### src/rtl/serial_adder_pkg.sv
// Shared types and constants for the bit-serial adder.
package serial_adder_pkg;

    localparam int unsigned DEF_WIDTH = 8;

    typedef enum logic [1:0] {
        ST_IDLE = 2'd0,
        ST_RUN  = 2'd1,
        ST_DONE = 2'd2
    } state_t;

endpackage

### src/rtl/bit_adder_cell.sv
// Combinational 1-bit full adder used once per clock by the serial adder.
module bit_adder_cell (
    input  logic a,
    input  logic b,
    input  logic ci,
    output logic s,
    output logic co
);

    assign s  = a ^ b ^ ci;
    assign co = (a & b) | (a & ci) | (b & ci);

endmodule

### src/rtl/serial_adder.sv
// Bit-serial WIDTH-bit adder: one full-add cell plus a carry flop, LSB first,
// with a start/busy/done handshake and registered sum/cout.
module serial_adder
    import serial_adder_pkg::*;
#(
    parameter int unsigned WIDTH = DEF_WIDTH
) (
    input  logic             clk,
    input  logic             rst_n,
    input  logic             start,
    input  logic [WIDTH-1:0] a,
    input  logic [WIDTH-1:0] b,
    input  logic             cin,
    output logic             busy,
    output logic             done,
    output logic [WIDTH-1:0] sum,
    output logic             cout
);

    localparam int unsigned     CNT_W    = $clog2(WIDTH);
    localparam logic [CNT_W-1:0] CNT_LAST = CNT_W'(WIDTH - 1);

    state_t           state;
    state_t           state_next;
    logic [WIDTH-1:0] a_sr;
    logic [WIDTH-1:0] b_sr;
    logic [WIDTH-1:0] res_sr;
    logic [WIDTH-1:0] res_next;
    logic [CNT_W-1:0] cnt;
    logic             carry;
    logic             bit_s;
    logic             bit_co;

    bit_adder_cell u_cell (
        .a  (a_sr[0]),
        .b  (b_sr[0]),
        .ci (carry),
        .s  (bit_s),
        .co (bit_co)
    );

    assign res_next = {bit_s, res_sr[WIDTH-1:1]};

    // State register
    always_ff @(posedge clk or negedge rst_n) begin
        if (!rst_n) begin
            state <= ST_IDLE;
        end else begin
            state <= state_next;
        end
    end

    // Next-state logic
    always_comb begin
        state_next = state;
        unique case (state)
            ST_IDLE: if (start) state_next = ST_RUN;
            ST_RUN:  if (cnt == CNT_LAST) state_next = ST_DONE;
            ST_DONE: state_next = ST_IDLE;
            default: state_next = ST_IDLE;
        endcase
    end

    // Datapath and registered outputs; sum/cout load on the final bit so done and result align
    always_ff @(posedge clk or negedge rst_n) begin
        if (!rst_n) begin
            a_sr   <= '0;
            b_sr   <= '0;
            res_sr <= '0;
            cnt    <= '0;
            carry  <= 1'b0;
            busy   <= 1'b0;
            done   <= 1'b0;
            sum    <= '0;
            cout   <= 1'b0;
        end else begin
            busy <= (state_next == ST_RUN);
            done <= (state_next == ST_DONE);
            unique case (state)
                ST_IDLE: begin
                    if (start) begin
                        a_sr  <= a;
                        b_sr  <= b;
                        carry <= cin;
                        cnt   <= '0;
                    end
                end
                ST_RUN: begin
                    a_sr   <= a_sr >> 1;
                    b_sr   <= b_sr >> 1;
                    res_sr <= res_next;
                    carry  <= bit_co;
                    cnt    <= cnt + CNT_W'(1);
                    if (cnt == CNT_LAST) begin
                        sum  <= res_next;
                        cout <= bit_co;
                    end
                end
                default: ;
            endcase
        end
    end

endmodule

### config.mk
export PLATFORM = sky130hd
export DESIGN_NAME = serial_adder
export DESIGN_NICKNAME = d
export VERILOG_FILES = /design/src/rtl/serial_adder_pkg.sv /design/src/rtl/bit_adder_cell.sv /design/src/rtl/serial_adder.sv
export SDC_FILE = /design/constraint.sdc
export NUM_CORES = 1
export LEC_CHECK = 0
export BUFFER_PORTS_ARGS = -buffer_cell sky130_fd_sc_hd__buf_2
export CAP_MARGIN = 20
export CORE_UTILIZATION = 35
export CTS_CLUSTER_DIAMETER = 150
export CTS_CLUSTER_SIZE = 10
export DETAILED_ROUTE_END_ITERATION = 7
export PLACE_DENSITY_LB_ADDON = 0.12
export SETUP_SLACK_MARGIN = 0.1
export SKIP_CTS_REPAIR_TIMING = 1
export SYNTH_ARGS = -nofsm -noshare
export SYNTH_HDL_FRONTEND = slang
export SYNTH_SLANG_ARGS = --single-unit
### constraint.sdc
create_clock -name clk -period 2.2 [get_ports clk]
set_clock_uncertainty 0.1 [all_clocks]
set_input_delay 0.22 -clock clk [delete_from_list [all_inputs] [get_ports clk]]
set_output_delay 0.22 -clock clk [all_outputs]
set_load 0.005 [all_outputs]
**Word-level counts from Yosys, hierarchy flattened**

Cells that the tools add are included.

- Output and inout bits: 11
- Word-level logic and storage cells: 38
- Input port bits: 20
- Register bits after elaboration: 41

- Add/sub/neg operators: 1
- Equality and inequality tests: 5
- Reductions and logical operators: 4
- Muxes and demuxes: 11
- Bitwise logic cells: 7

Operator list:

| kind | number |
|---|---|
| 8-bit one-hot mux with 2 select lines | 2 |
| 8-bit 2-to-1 mux | 2 |
| 3-bit one-hot mux with 2 select lines | 1 |
| 2-bit by 1-bit equality test with 1-bit output (second input constant) | 2 |
| 2-bit 2-to-1 mux | 2 |
| 2-bit one-hot mux with 2 select lines | 1 |
| 2-bit AND reduction | 2 |
| 3-bit by 1-bit adder with 3-bit output (second input constant) | 1 |
| 1-bit bitwise AND | 3 |
| 3-bit equality test (second input constant) | 1 |
| 3-bit 2-to-1 mux | 1 |
| 2-bit equality test (second input constant) | 1 |
| 2-bit zero test | 1 |
| 2-bit inequality test (second input constant) | 1 |
| 1-bit bitwise OR | 2 |
| 1-bit one-hot mux with 2 select lines | 1 |
| 2-bit nonzero test | 1 |
| 1-bit bitwise XOR | 2 |
| 1-bit 2-to-1 mux | 1 |

**Depth between registers and ports, before layout**

Gate-level depths: netlist of run 1.

- Depth in word-level cells: 4
- Mapped depth: 5
- Depth with buffers taken out: 4

**Hierarchy**

Synthesis of run 1 repeated with hierarchy kept, for this count alone.

- Cells, all modules: 156
- Area, all modules: 1,780.5 um^2

By module, submodules not included:

| module | cells each | instances | seq. area each (um^2) | area each (um^2) |
|---|---|---|---|---|
| serial_adder | 155 | 1 | 1,001.0 | 1,760.4 |
| bit_adder_cell | 1 | 1 | 0.0 | 20.0 |

**Worst setup path before layout of run 1**

OpenSTA, ideal clock, no wires.

- Path type: flip-flop to flip-flop
- Start: register cnt[0]
- End: register cout
- Stages on the path, launching flop included: 6
- Arrival time: 1.339 ns
- Required time: 1.975 ns
- Buffers on the path: 1
- Setup slack: 0.636 ns
- Clock period less this slack: 1.564 ns
- Library setup time: 0.125 ns
- Cell sequence: dfrtp_1 > ha_1 > ha_1 > nand3b_2 > buf_4 > mux2_2

- Word-level cells in the longest chain between the ends: 2

Ends and longest elaborated chain:

| element | line | source |
|---|---|---|
| start: declaration | serial_adder.sv:29 | `logic [CNT_W-1:0] cnt;` |
| start signal: assignment | serial_adder.sv:93 | `cnt <= cnt + CNT_W'(1);` |
| 3-bit equality test | serial_adder.sv:94 | `if (cnt == CNT_LAST) begin` |
| 2-bit AND reduction (no line) | - |  |
| end signal: assignment | serial_adder.sv:96 | `cout <= bit_co;` |
| end: declaration | serial_adder.sv:17 | `output logic cout` |

Every way passes these cells.
A chain may end at the register's enable or synchronous reset.

**Final worst setup path of run 1**

- Start: register cnt[0]
- End: register sum[4]

- Word-level cells in the longest chain between the ends: 2

Ends and longest elaborated chain:

| element | line | source |
|---|---|---|
| 3-bit equality test | serial_adder.sv:94 |  |
| 2-bit AND reduction (no line) | - |  |
| end signal: assignment | serial_adder.sv:95 | `sum <= res_next;` |
| end: declaration | serial_adder.sv:16 | `output logic [WIDTH-1:0] sum,` |

Every way passes these cells.

==> metrics.txt, run 1 <==
# TYPE chip_impl_metric gauge
chip_impl_metric{name="antenna_found_initial",unit=""} 0
chip_impl_metric{name="grt_overflow",unit=""} 0
chip_impl_metric{name="timing.final.crit_share",unit="%"} 77.5
chip_impl_metric{name="chipWidth",unit="um"} 72.0
chip_impl_metric{name="floorplan.initialDensity",unit="%"} 36.3
chip_impl_metric{name="cts_buffers",unit=""} 5
chip_impl_metric{name="number_of_distinct_library_cells_after_synthesis",unit=""} 23
chip_impl_metric{name="timing.final.crit_period",unit="ps"} 1710
chip_impl_metric{name="layout.area.seq",unit="sq mm"} 0.00100
chip_impl_metric{name="filler_cell_count",unit=""} 457
chip_impl_metric{name="switching_power",unit="uW"} 882
chip_impl_metric{name="drcViolationCount",unit=""} 0
chip_impl_metric{name="postRouteWirelength",unit="um"} 3320
chip_impl_metric{name="p_clk_share",unit="%"} 16.9
chip_impl_metric{name="floorplan.die.height",unit="um"} 72.0
chip_impl_metric{name="drv_slew",unit=""} 0
chip_impl_metric{name="worstPathMaxFanout",unit=""} 11
chip_impl_metric{name="num_vias",unit=""} 1139
chip_impl_metric{name="maximum_number_of_pins_on_one_net_before_global_route_repair",unit=""} 41
chip_impl_metric{name="critPathRequiredTime",unit="ps"} 2280
chip_impl_info{name="critical_path_class",value="reg -> reg"} 1
chip_impl_metric{name="die_area",unit="sq mm"} 0.00519
chip_impl_metric{name="synth_enable_flop_cells",unit=""} 0
chip_impl_metric{name="share_comb_of_total_power",unit="%"} 37.0
chip_impl_info{name="cts_tree",value="done"} 1
chip_impl_metric{name="dp_worst_setup_slack",unit="ps"} 494
chip_impl_metric{name="total_placed_cells_including_tap_cells",unit=""} 226
chip_impl_metric{name="layoutNonFillerInstCount",unit=""} 233
chip_impl_metric{name="synth.cell_area",unit="sq mm"} 0.00172
chip_impl_metric{name="clock_sinks",unit=""} 40
chip_impl_metric{name="timing.max_slew.rel_slack",unit="%"} 39.6
chip_impl_metric{name="io_pins",unit=""} 31
chip_impl_info{name="timing.hold.worst.class",value="in -> async"} 1
chip_impl_metric{name="port-buffer-count",unit=""} 30
chip_impl_metric{name="max_freq",unit="MHz"} 586
chip_impl_metric{name="synth_warnings",unit=""} 0
chip_impl_metric{name="slack_of_the_critical_path",unit="ps"} 494
chip_impl_info{name="status",value="finished with violations"} 1
chip_impl_metric{name="routabilityCongestion",unit=""} 0.748
chip_impl_metric{name="clkTransAtPathRegs",unit="ps"} 80
chip_impl_metric{name="post-synth-top-area-fraction",unit="%"} 58.4
chip_impl_metric{name="power.share.switching",unit="%"} 32.2
chip_impl_metric{name="clk-insertion-delay-late",unit="ps"} 290
chip_impl_metric{name="detail_route.vias_per_cell",unit=""} 4.89
chip_impl_metric{name="hold_viol_final",unit=""} 40
chip_impl_metric{name="gr-usage-all-layers",unit="%"} 14.3
chip_impl_metric{name="grt_pass1_wl",unit="um"} 5550
chip_impl_metric{name="layout_area_growth_over_synthesis",unit="%"} 15.3
chip_impl_metric{name="pwr_density_cell",unit="mW/mm^2"} 1380
chip_impl_metric{name="hold_ws",unit="ps"} -43.2
chip_impl_metric{name="rows",unit=""} 25
chip_impl_metric{name="total_leakage_power",unit="uW"} 0.000950
chip_impl_info{name="synth_top_cell_by_area",value="sky130_fd_sc_hd__dfrtp_1"} 1
chip_impl_info{name="synth_most_common_cell",value="sky130_fd_sc_hd__dfrtp_1"} 1
chip_impl_metric{name="final_util",unit="%"} 41.9
chip_impl_metric{name="num_antenna_cells",unit=""} 0
chip_impl_info{name="endpoint_class_of_the_critical_path",value="register"} 1
chip_impl_info{name="critical_path.startpoint_type",value="register"} 1
chip_impl_metric{name="drive_gt1_share",unit="%"} 34.3
chip_impl_metric{name="p_seq_share",unit="%"} 46.1
chip_impl_info{name="grt_setup_unrepaired",value="no"} 1
chip_impl_metric{name="worstMarginPinSlew",unit="ps"} 906
chip_impl_info{name="clock_tree.root_cell",value="sky130_fd_sc_hd__clkbuf_8"} 1
chip_impl_metric{name="timing.setup.tns",unit="ps"} 0
chip_impl_metric{name="synth_fp_nets",unit=""} 158
chip_impl_metric{name="ys_seq_area_share",unit="%"} 58.4
chip_impl_metric{name="ctsLongestPathBuffers",unit=""} 2
chip_impl_metric{name="worst_ir_drop_vdd",unit="uV"} 505
chip_impl_metric{name="wl_per_cell",unit="um"} 14.2
chip_impl_metric{name="max_cap_viol_count",unit=""} 0
chip_impl_metric{name="timing.critical_path.arrival",unit="ps"} 1780
chip_impl_metric{name="ant_nets",unit=""} 0
chip_impl_metric{name="synth_area_per_cell",unit="sq um"} 12.7
chip_impl_info{name="synth_cell_count_leaders",value="sky130_fd_sc_hd__dfrtp_1, sky130_fd_sc_hd__inv_1, sky130_fd_sc_hd__mux2_2, sky130_fd_sc_hd__a222oi_1, sky130_fd_sc_hd__nor2_1"} 1
chip_impl_metric{name="post_synth_inst_count",unit=""} 135
chip_impl_metric{name="place.detailed.hpwl",unit="um"} 2190
chip_impl_metric{name="htree_num_levels",unit=""} 2
chip_impl_metric{name="multiInputGateArea",unit="sq um"} 561
chip_impl_metric{name="detail_route.first_pass.iterations",unit=""} 7
chip_impl_metric{name="power_report.internal_total",unit="uW"} 1850
chip_impl_info{name="synth_flop_cell",value="sky130_fd_sc_hd__dfrtp_1"} 1
chip_impl_info{name="post_synth_main_area_contributors",value="sky130_fd_sc_hd__dfrtp_1, sky130_fd_sc_hd__mux2_2, sky130_fd_sc_hd__a222oi_1, sky130_fd_sc_hd__inv_1, sky130_fd_sc_hd__nor2_1"} 1
chip_impl_info{name="violated_checks",value="negative hold slack"} 1
chip_impl_metric{name="number_of_global_route_vias_before_repair",unit=""} 1154
chip_impl_metric{name="report.final.setup_viol",unit=""} 0
chip_impl_metric{name="ys_seq_elements",unit=""} 40
chip_impl_metric{name="final_nets",unit=""} 189
chip_impl_metric{name="drtIter0Drc",unit=""} 117
chip_impl_metric{name="core_area",unit="sq mm"} 0.00472
chip_impl_metric{name="async_flop_share",unit="%"} 100
==> metal layers <==
metal | vias to the layer above | global-route usage (%) | wire [um]
met1 | 560 | 19.1 | 1580
met4 | 0 | 5.23 | 51
met3 | 6 | 4.86 | 200
met5 | - | 0 | 0
li1 | 538 | - | -
met2 | 35 | 21.8 | 1490
==> cell families (layout without fill, tap and decap cells) <==
logic type                 Yosys count  in the layout  share of synthesized area, %
AOI/OAI and AO/OA                   22             22                          11.7
and+or+nand+nor                     23             23                          7.22
buffers and inverters               30             61                          8.97
DFF                                 40             40                          58.4
adders and majority gates            3              3                          2.63
muxes                               17             17                          11.2
==> critical path, stage by stage, from the launching register on <==
cell,delay (ps)
sky130_fd_sc_hd__dfrtp_1,390
sky130_fd_sc_hd__ha_1,200
sky130_fd_sc_hd__ha_1,230
sky130_fd_sc_hd__nand3b_2,300
sky130_fd_sc_hd__mux2_2,370
==> state kept, by name (all words and copies together) (netlist names) <==
register and cells:
cnt 3, b_sr 8, sum 8, state 2, busy 1, a_sr 8, res_sr 7, done 1
cout 1, carry 1
==> placed cells by master, fill, tap and decap left out <==
cell,synthesis,final
sky130_fd_sc_hd__ha_1,2,2
sky130_fd_sc_hd__mux2_2,16,16
sky130_fd_sc_hd__dfrtp_1,40,40
sky130_fd_sc_hd__a211oi_1,1,1
sky130_fd_sc_hd__nor2b_1,1,1
sky130_fd_sc_hd__clkbuf_8,0,5
sky130_fd_sc_hd__buf_2,3,30
sky130_fd_sc_hd__nand2_1,2,2
sky130_fd_sc_hd__clkbuf_1,0,1
sky130_fd_sc_hd__inv_1,20,20
sky130_fd_sc_hd__and2b_1,1,1
sky130_fd_sc_hd__nand3b_2,1,1
sky130_fd_sc_hd__nand4bb_1,2,2
sky130_fd_sc_hd__nor4b_1,1,1
sky130_fd_sc_hd__o21bai_1,1,1
sky130_fd_sc_hd__buf_4,4,4
sky130_fd_sc_hd__a22o_1,2,2
sky130_fd_sc_hd__clkinv_2,0,1
sky130_fd_sc_hd__o311ai_0,2,2
sky130_fd_sc_hd__a21oi_1,2,2
sky130_fd_sc_hd__nor2_1,14,14
sky130_fd_sc_hd__a222oi_1,14,14
sky130_fd_sc_hd__nor3b_1,1,1
sky130_fd_sc_hd__fa_1,1,1
sky130_fd_sc_hd__mux2_1,1,1
==> cell type report <==
type	count	area share, %
Multi-Input combinational cell	65	28.3
Inverter	20	3.80
Tap cell	67	4.24
Clock buffer	6	3.67
Sequential cell	40	50.6
Clock inverter	1	0.253
Timing Repair Buffer	34	9.11
==> stage by stage <==
stage,area (sq um),power (uW)
after floorplan,1720,2030
after detailed placement,1900,2300
after CTS,1980,2770
after global routing,1980,2960
after global placement,1900,2260
final,1980,2740
==> power by group through the flow <==
stage	registers (uW)	logic [uW]	clock network [uW]
floorplan	1230	802	0
global placement	1270	989	0
detailed placement	1280	1020	0
CTS	1260	1030	483
global route	1310	1140	513
finish	1260	1010	463
==> path summary, 6_finish.rpt <==
path | start | end | cells past startpoint | slack [ps]
max in group asynchronous | rst_n | sum[4] | 1 | 1480
min in group clk | b[6] | b_sr[6] | 3 | 130
min reg2reg | sum[7] | sum[7] | 1 | 400
max reg2reg | cnt[0] | sum[4] | 4 | 490
min | rst_n | b_sr[4] | 1 | -40
max | cnt[0] | sum[4] | 4 | 490
Power figures use the tool's default switching activity.
==> run 2, diff against run 1 <==
==> constraint.sdc (replaced) <==
create_clock -name clk -period 1.79 [get_ports clk]
set_clock_uncertainty 0.1 [all_clocks]
set_input_delay 0.179 -clock clk [delete_from_list [all_inputs] [get_ports clk]]
set_output_delay 0.179 -clock clk [all_outputs]
set_load 0.005 [all_outputs]
==> metrics.txt, run 2 (same netlist as run 1, synthesis figures left out) <==
# TYPE chip_impl_metric gauge
chip_impl_metric{name="share_comb_of_total_power",unit="%"} 35.8
chip_impl_metric{name="grt_util_met3",unit="%"} 4.03
chip_impl_metric{name="timing.max_slew.rel_slack",unit="%"} 66.5
chip_impl_metric{name="timing.final.crit_share",unit="%"} 88.7
chip_impl_info{name="timing.hold.worst.class",value="in -> reg"} 1
chip_impl_metric{name="detail_route.vias_per_cell",unit=""} 4.87
chip_impl_metric{name="switching_power",unit="uW"} 1130
chip_impl_metric{name="total_leakage_power",unit="uW"} 0.000999
chip_impl_metric{name="filler_cell_count",unit=""} 444
chip_impl_metric{name="drcViolationCount",unit=""} 0
chip_impl_metric{name="core_area",unit="sq mm"} 0.00472
chip_impl_info{name="cp_cell_sequence",value="ha_1, ha_1, nand3b_4, mux2_2"} 1
chip_impl_info{name="largestRegisters",value="a_sr: 8 flops, b_sr: 8 flops, sum: 8 flops"} 1
chip_impl_metric{name="hold_viol_final",unit=""} 0
chip_impl_info{name="clock_tree.root_cell",value="sky130_fd_sc_hd__clkbuf_8"} 1
chip_impl_metric{name="report.final.setup_viol",unit=""} 0
chip_impl_metric{name="place.detailed.hpwl",unit="um"} 2250
chip_impl_metric{name="pwr_density_cell",unit="mW/mm^2"} 1730
chip_impl_metric{name="power.share.switching",unit="%"} 31.4
chip_impl_metric{name="gr-usage-all-layers",unit="%"} 13.9
chip_impl_metric{name="clk-insertion-delay-late",unit="ps"} 290
chip_impl_info{name="critical-path-slowest-cell",value="sky130_fd_sc_hd__dfrtp_1"} 1
chip_impl_metric{name="max_cap_viol_count",unit=""} 0
chip_impl_metric{name="number_of_global_route_vias_before_repair",unit=""} 1160
chip_impl_metric{name="worstMarginPinSlew",unit="ps"} 503
chip_impl_info{name="endpoint_class_of_the_critical_path",value="register"} 1
chip_impl_metric{name="io_pins",unit=""} 31
chip_impl_metric{name="htree_num_levels",unit=""} 2
chip_impl_metric{name="drive_gt1_share",unit="%"} 37.0
chip_impl_metric{name="p_clk_share",unit="%"} 20.9
chip_impl_metric{name="num_vias",unit=""} 1169
chip_impl_metric{name="ctsLongestPathBuffers",unit=""} 2
chip_impl_metric{name="cts_buffers",unit=""} 5
chip_impl_metric{name="clkTransAtPathRegs",unit="ps"} 80
chip_impl_info{name="critical_path_class",value="reg -> reg"} 1
chip_impl_metric{name="timing.setup.tns",unit="ps"} 0
chip_impl_info{name="global_route.peak_usage_layer",value="met2"} 1
chip_impl_info{name="critPathTopFamily",value="adder cells"} 1
chip_impl_metric{name="critPathRequiredTime",unit="ps"} 1860
chip_impl_metric{name="floorplan.die.height",unit="um"} 72.0
chip_impl_metric{name="postRouteWirelength",unit="um"} 3220
chip_impl_metric{name="final_nets",unit=""} 195
chip_impl_metric{name="use_met1",unit="%"} 19.1
chip_impl_metric{name="use_met2",unit="%"} 20.6
chip_impl_info{name="mostFrequentLayoutCell",value="sky130_fd_sc_hd__dfrtp_1"} 1
chip_impl_info{name="cts_tree",value="done"} 1
chip_impl_metric{name="dpl-instance-area",unit="sq mm"} 0.00194
chip_impl_metric{name="ant_nets",unit=""} 0
chip_impl_metric{name="num_antenna_cells",unit=""} 0
chip_impl_metric{name="finished_cell_area",unit="sq mm"} 0.00207
chip_impl_metric{name="floorplan.initialDensity",unit="%"} 36.3
chip_impl_metric{name="wl_per_cell",unit="um"} 13.4
chip_impl_metric{name="die_area",unit="sq mm"} 0.00519
chip_impl_metric{name="worstPathMaxFanout",unit=""} 11
chip_impl_info{name="most-common-layout-cells",value="sky130_fd_sc_hd__dfrtp_1, sky130_fd_sc_hd__buf_2, sky130_fd_sc_hd__inv_1"} 1
chip_impl_metric{name="p_seq_share",unit="%"} 43.3
chip_impl_metric{name="rows",unit=""} 25
chip_impl_metric{name="clock_sinks",unit=""} 40
chip_impl_metric{name="worst_path_largest_cell_delay",unit="ps"} 390
chip_impl_metric{name="routabilityCongestion",unit=""} 0.681
chip_impl_metric{name="power_report.internal_total",unit="uW"} 2470
chip_impl_metric{name="chipWidth",unit="um"} 72.0
chip_impl_metric{name="port-buffer-count",unit=""} 30
chip_impl_metric{name="drv_slew",unit=""} 0
chip_impl_info{name="status",value="completed"} 1
chip_impl_metric{name="drtIter0Drc",unit=""} 115
chip_impl_metric{name="antenna_found_initial",unit=""} 0
chip_impl_metric{name="multiInputGateArea",unit="sq um"} 569
chip_impl_metric{name="timing.final.crit_period",unit="ps"} 1590
chip_impl_metric{name="detail_route.first_pass.iterations",unit=""} 6
chip_impl_info{name="critical_path.startpoint_type",value="register"} 1
chip_impl_metric{name="maximum_number_of_pins_on_one_net_before_global_route_repair",unit=""} 22
chip_impl_metric{name="layout.area.seq",unit="sq mm"} 0.00100
chip_impl_metric{name="grt_pass1_wl",unit="um"} 5490
chip_impl_metric{name="max_freq",unit="MHz"} 630
chip_impl_metric{name="timing.critical_path.arrival",unit="ps"} 1660
chip_impl_metric{name="layout_area_growth_over_synthesis",unit="%"} 20.8
chip_impl_metric{name="grt_overflow",unit=""} 0
chip_impl_info{name="cp_common_cell",value="sky130_fd_sc_hd__ha_1"} 1
chip_impl_metric{name="cp_num_buf_inv",unit=""} 0
chip_impl_metric{name="worst_ir_drop_vdd",unit="uV"} 676
chip_impl_info{name="grt_setup_unrepaired",value="no"} 1
## run 2: cell types whose count changed in the layout (fill, tap and decap cells not counted), sizes merged
cell / before / now
inv: 20 / 21
clkinvlp: 0 / 1
bufinv: 0 / 1
clkbuf: 6 / 5
buf: 34 / 39
clkinv: 1 / 0
dlygate4sd3: 0 / 1
## run 2: per-layer routing
| metal | up-vias | part of all wire, % |
|---|---|---|
| met5 | - | 0 |
| met4 | 0 | 0.81 |
| met3 | 2 | 5.9 |
| met2 | 42 | 47 |
| met1 | 570 | 46 |
| li1 | 555 | - |
## run 2: worst reg2reg max path, stage by stage, from the launching register on
cell	delay (ps)
sky130_fd_sc_hd__dfrtp_1	390
sky130_fd_sc_hd__ha_1	210
sky130_fd_sc_hd__ha_1	240
sky130_fd_sc_hd__nand3b_4	190
sky130_fd_sc_hd__mux2_2	360
## run 2: power groups by stage
stage | sequential (uW) | clock (uW) | combinational [uW]
floorplan | 1510 | 0 | 985
global placement | 1550 | 0 | 1250
detailed placement | 1580 | 0 | 1280
CTS | 1560 | 775 | 1300
global route | 1620 | 816 | 1430
finish | 1560 | 751 | 1290
## run 2: final timing paths
kind | from | to | slack (ps) | cells past startpoint
worst max-delay path | cnt[0] | sum[1] | 200 | 4
worst min register to register | b_sr[7] | b_sr[7] | 400 | 2
worst max register to register | cnt[0] | sum[1] | 200 | 4
min in group asynchronous | rst_n | sum[7] | 260 | 2
worst min-delay path | b[4] | b_sr[4] | 90 | 3
max in group asynchronous | rst_n | sum[1] | 800 | 3
## run 2: per-stage QoR
stage	worst slack (ps)	util, %	instances	hold slack, ps	total power [uW]
after floorplan	226	-	135	-217	2500
after global placement	167	41.0	231	46.2	2800
after detailed placement	125	41.0	231	54.0	2860
after CTS	111	43.5	239	-268	3630
after global routing	148	43.9	240	92.1	3860
final	202	43.9	240	91.6	3590
## run 2: area by class of cell
class                      count  area share, %
sequential                    40           48.3
multi-input combinational     65           27.5
timing repair buffer          40           11.0
tap                           67           4.05
inverter                      20           3.62
clock buffer                   5           3.32
clock inverter                 3           2.23
==> run 3, diff against run 2 <==
--- a/config.mk
+++ b/config.mk
@@ -7,6 +7,8 @@
 export LEC_CHECK = 0
 export BUFFER_PORTS_ARGS = -buffer_cell sky130_fd_sc_hd__buf_2
 export CAP_MARGIN = 20
+export CELL_PAD_IN_SITES_DETAIL_PLACEMENT = 1
+export CELL_PAD_IN_SITES_GLOBAL_PLACEMENT = 1
 export CORE_UTILIZATION = 35
 export CTS_CLUSTER_DIAMETER = 150
 export CTS_CLUSTER_SIZE = 10
==> metrics.txt, run 3 (same netlist as run 1, synthesis figures left out) <==
# TYPE chip_impl_metric gauge
chip_impl_info{name="status",value="completed"} 1
chip_impl_info{name="topRoutingLayerUsed",value="met4"} 1
chip_impl_metric{name="max_cap_viol_count",unit=""} 0
chip_impl_metric{name="rows",unit=""} 25
chip_impl_metric{name="timing.max_slew.rel_slack",unit="%"} 64.5
chip_impl_metric{name="ant_nets",unit=""} 0
chip_impl_info{name="cp_cell_sequence",value="ha_1, ha_1, nand3b_4, mux2_2"} 1
chip_impl_metric{name="worstMarginPinSlew",unit="ps"} 532
chip_impl_metric{name="layout_area_growth_over_synthesis",unit="%"} 19.9
chip_impl_metric{name="drive_gt1_share",unit="%"} 36.0
chip_impl_metric{name="power_report.internal_total",unit="uW"} 2460
chip_impl_info{name="endpoint_class_of_the_critical_path",value="register"} 1
chip_impl_metric{name="postRouteWirelength",unit="um"} 3590
chip_impl_metric{name="maximum_number_of_pins_on_one_net_before_global_route_repair",unit=""} 21
chip_impl_metric{name="timing.setup.tns",unit="ps"} 0
chip_impl_metric{name="detail_route.vias_per_cell",unit=""} 5.04
chip_impl_info{name="critical_path.startpoint_type",value="register"} 1
chip_impl_info{name="startpoint",value="cnt[0]"} 1
chip_impl_metric{name="number_of_global_route_vias_before_repair",unit=""} 1280
chip_impl_metric{name="floorplan.initialDensity",unit="%"} 36.3
chip_impl_info{name="r2r-start",value="cnt[0]"} 1
chip_impl_metric{name="num_antenna_cells",unit=""} 0
chip_impl_metric{name="route.met2.wl",unit="um"} 1790
chip_impl_info{name="most-common-layout-cells",value="sky130_fd_sc_hd__dfrtp_1, sky130_fd_sc_hd__buf_2, sky130_fd_sc_hd__inv_1"} 1
chip_impl_metric{name="drv_slew",unit=""} 0
chip_impl_metric{name="timing.final.crit_share",unit="%"} 90.3
chip_impl_metric{name="cts_buffers",unit=""} 5
chip_impl_metric{name="clk-insertion-delay-late",unit="ps"} 290
chip_impl_metric{name="hold_viol_final",unit=""} 0
chip_impl_metric{name="clkTransAtPathRegs",unit="ps"} 80
chip_impl_metric{name="io_pins",unit=""} 31
chip_impl_metric{name="worst_ir_drop_vdd",unit="uV"} 747
chip_impl_metric{name="total_leakage_power",unit="uW"} 0.000995
chip_impl_info{name="largestRegisters",value="a_sr: 8 flops, b_sr: 8 flops, sum: 8 flops"} 1
chip_impl_info{name="cp_common_cell",value="sky130_fd_sc_hd__ha_1"} 1
chip_impl_metric{name="report.final.setup_viol",unit=""} 0
chip_impl_metric{name="timing.final.crit_period",unit="ps"} 1620
chip_impl_metric{name="pwr_density_cell",unit="mW/mm^2"} 1740
chip_impl_metric{name="wl_per_cell",unit="um"} 15.0
chip_impl_metric{name="power.share.switching",unit="%"} 31.5
chip_impl_metric{name="grt_pass1_wl",unit="um"} 6110
chip_impl_info{name="hold_path_startpoint",value="b[7]"} 1
chip_impl_metric{name="core_area",unit="sq mm"} 0.00472
chip_impl_metric{name="critPathRequiredTime",unit="ps"} 1860
chip_impl_info{name="cts_tree",value="done"} 1
chip_impl_info{name="critical-path-slowest-cell",value="sky130_fd_sc_hd__dfrtp_1"} 1
chip_impl_metric{name="grt_overflow",unit=""} 0
chip_impl_metric{name="drcViolationCount",unit=""} 0
chip_impl_metric{name="die_area",unit="sq mm"} 0.00519
chip_impl_metric{name="layoutNonFillerInstCount",unit=""} 239
chip_impl_info{name="timing.hold.worst.class",value="in -> reg"} 1
chip_impl_metric{name="clock_sinks",unit=""} 40
chip_impl_metric{name="r2r_cells",unit=""} 4
chip_impl_metric{name="chipWidth",unit="um"} 72.0
chip_impl_metric{name="p_seq_share",unit="%"} 43.0
chip_impl_metric{name="routabilityCongestion",unit=""} 0.641
chip_impl_metric{name="detail_route.first_pass.iterations",unit=""} 5
chip_impl_metric{name="share_comb_of_total_power",unit="%"} 36.8
chip_impl_metric{name="port-buffer-count",unit=""} 30
chip_impl_metric{name="place.detailed.hpwl",unit="um"} 2540
chip_impl_metric{name="ctsLongestPathBuffers",unit=""} 2
chip_impl_info{name="critical_path_class",value="reg -> reg"} 1
chip_impl_metric{name="antenna_found_initial",unit=""} 0
chip_impl_metric{name="final_nets",unit=""} 194
chip_impl_info{name="clock_tree.root_cell",value="sky130_fd_sc_hd__clkbuf_8"} 1
chip_impl_metric{name="timing.critical_path.arrival",unit="ps"} 1690
chip_impl_info{name="mostFrequentLayoutCell",value="sky130_fd_sc_hd__dfrtp_1"} 1
chip_impl_metric{name="htree_num_levels",unit=""} 2
chip_impl_metric{name="num_vias",unit=""} 1205
chip_impl_metric{name="wl_met3",unit="um"} 150
chip_impl_metric{name="route.layer.met1.wl",unit="um"} 1620
chip_impl_metric{name="switching_power",unit="uW"} 1130
chip_impl_metric{name="max_freq",unit="MHz"} 619
chip_impl_metric{name="drtIter0Drc",unit=""} 58
chip_impl_metric{name="worst_path_largest_cell_delay",unit="ps"} 400
chip_impl_metric{name="gr-usage-all-layers",unit="%"} 15.4
chip_impl_metric{name="whs_path_depth",unit=""} 3
chip_impl_metric{name="floorplan.die.height",unit="um"} 72.0
chip_impl_metric{name="total_placed_cells_including_tap_cells",unit=""} 230
chip_impl_metric{name="p_clk_share",unit="%"} 20.2
chip_impl_metric{name="worstPathMaxFanout",unit=""} 11
chip_impl_info{name="grt_setup_unrepaired",value="no"} 1
-- run 3: critical path, delay by kind of cell, from the launching register on --
family | cells | cell delay [ps]
multiplexers | 1 | 360
flip-flops | 1 | 400
AND/OR/NAND/NOR | 1 | 190
adder cells (fa/ha/maj) | 2 | 460
-- run 3: layer usage --
layer / global-route usage [%] / up-vias
li1: - / 549
met4: 3.92 / 0
met5: 0 / -
met3: 4.58 / 2
met1: 20.3 / 628
met2: 25.3 / 26
-- run 3: path summary, 6_finish.rpt --
kind | slack (ps) | endpoint
worst max-delay path | 170 | sum[0]
worst min-delay path | 80 | b_sr[7]
worst max register to register | 170 | sum[0]
worst min register to register | 390 | sum[7]
max in group asynchronous | 830 | sum[0]
min in group asynchronous | 230 | b_sr[5]
-- run 3: power groups by stage --
stage | registers [uW] | logic, uW | clock network [uW]
after detailed placement | 1570 | 1330 | 0
after CTS | 1550 | 1350 | 746
after global routing | 1610 | 1470 | 783
final | 1540 | 1320 | 723
after floorplan | 1510 | 985 | 0
after global placement | 1540 | 1260 | 0
-- run 3: cell type report --
| class | instances | area, sq um |
|---|---|---|
| Fill cell | 523 | 2670 |
| Sequential cell | 40 | 1000 |
| Multi-Input combinational cell | 65 | 569 |
| Timing Repair Buffer | 39 | 220 |
| Tap cell | 67 | 83.8 |
| Inverter | 20 | 75.1 |
| Clock buffer | 6 | 72.6 |
| Clock inverter | 2 | 35.0 |
-- run 3: through the flow --
step | area, sq um | hold slack (ps) | total power (uW) | util (%) | setup WS (ps)
6_report | 2060 | 76.9 | 3590 | 43.5 | 174
2_1_floorplan | 1720 | -217 | 2500 | - | 226
3_3_place_gp | 1930 | -4.83 | 2790 | 40.9 | 158
3_5_place_dp | 1930 | -0.756 | 2900 | 40.9 | 83.8
4_1_cts | 2040 | -319 | 3640 | 43.2 | 45.1
5_1_grt | 2060 | 99.1 | 3860 | 43.5 | 120
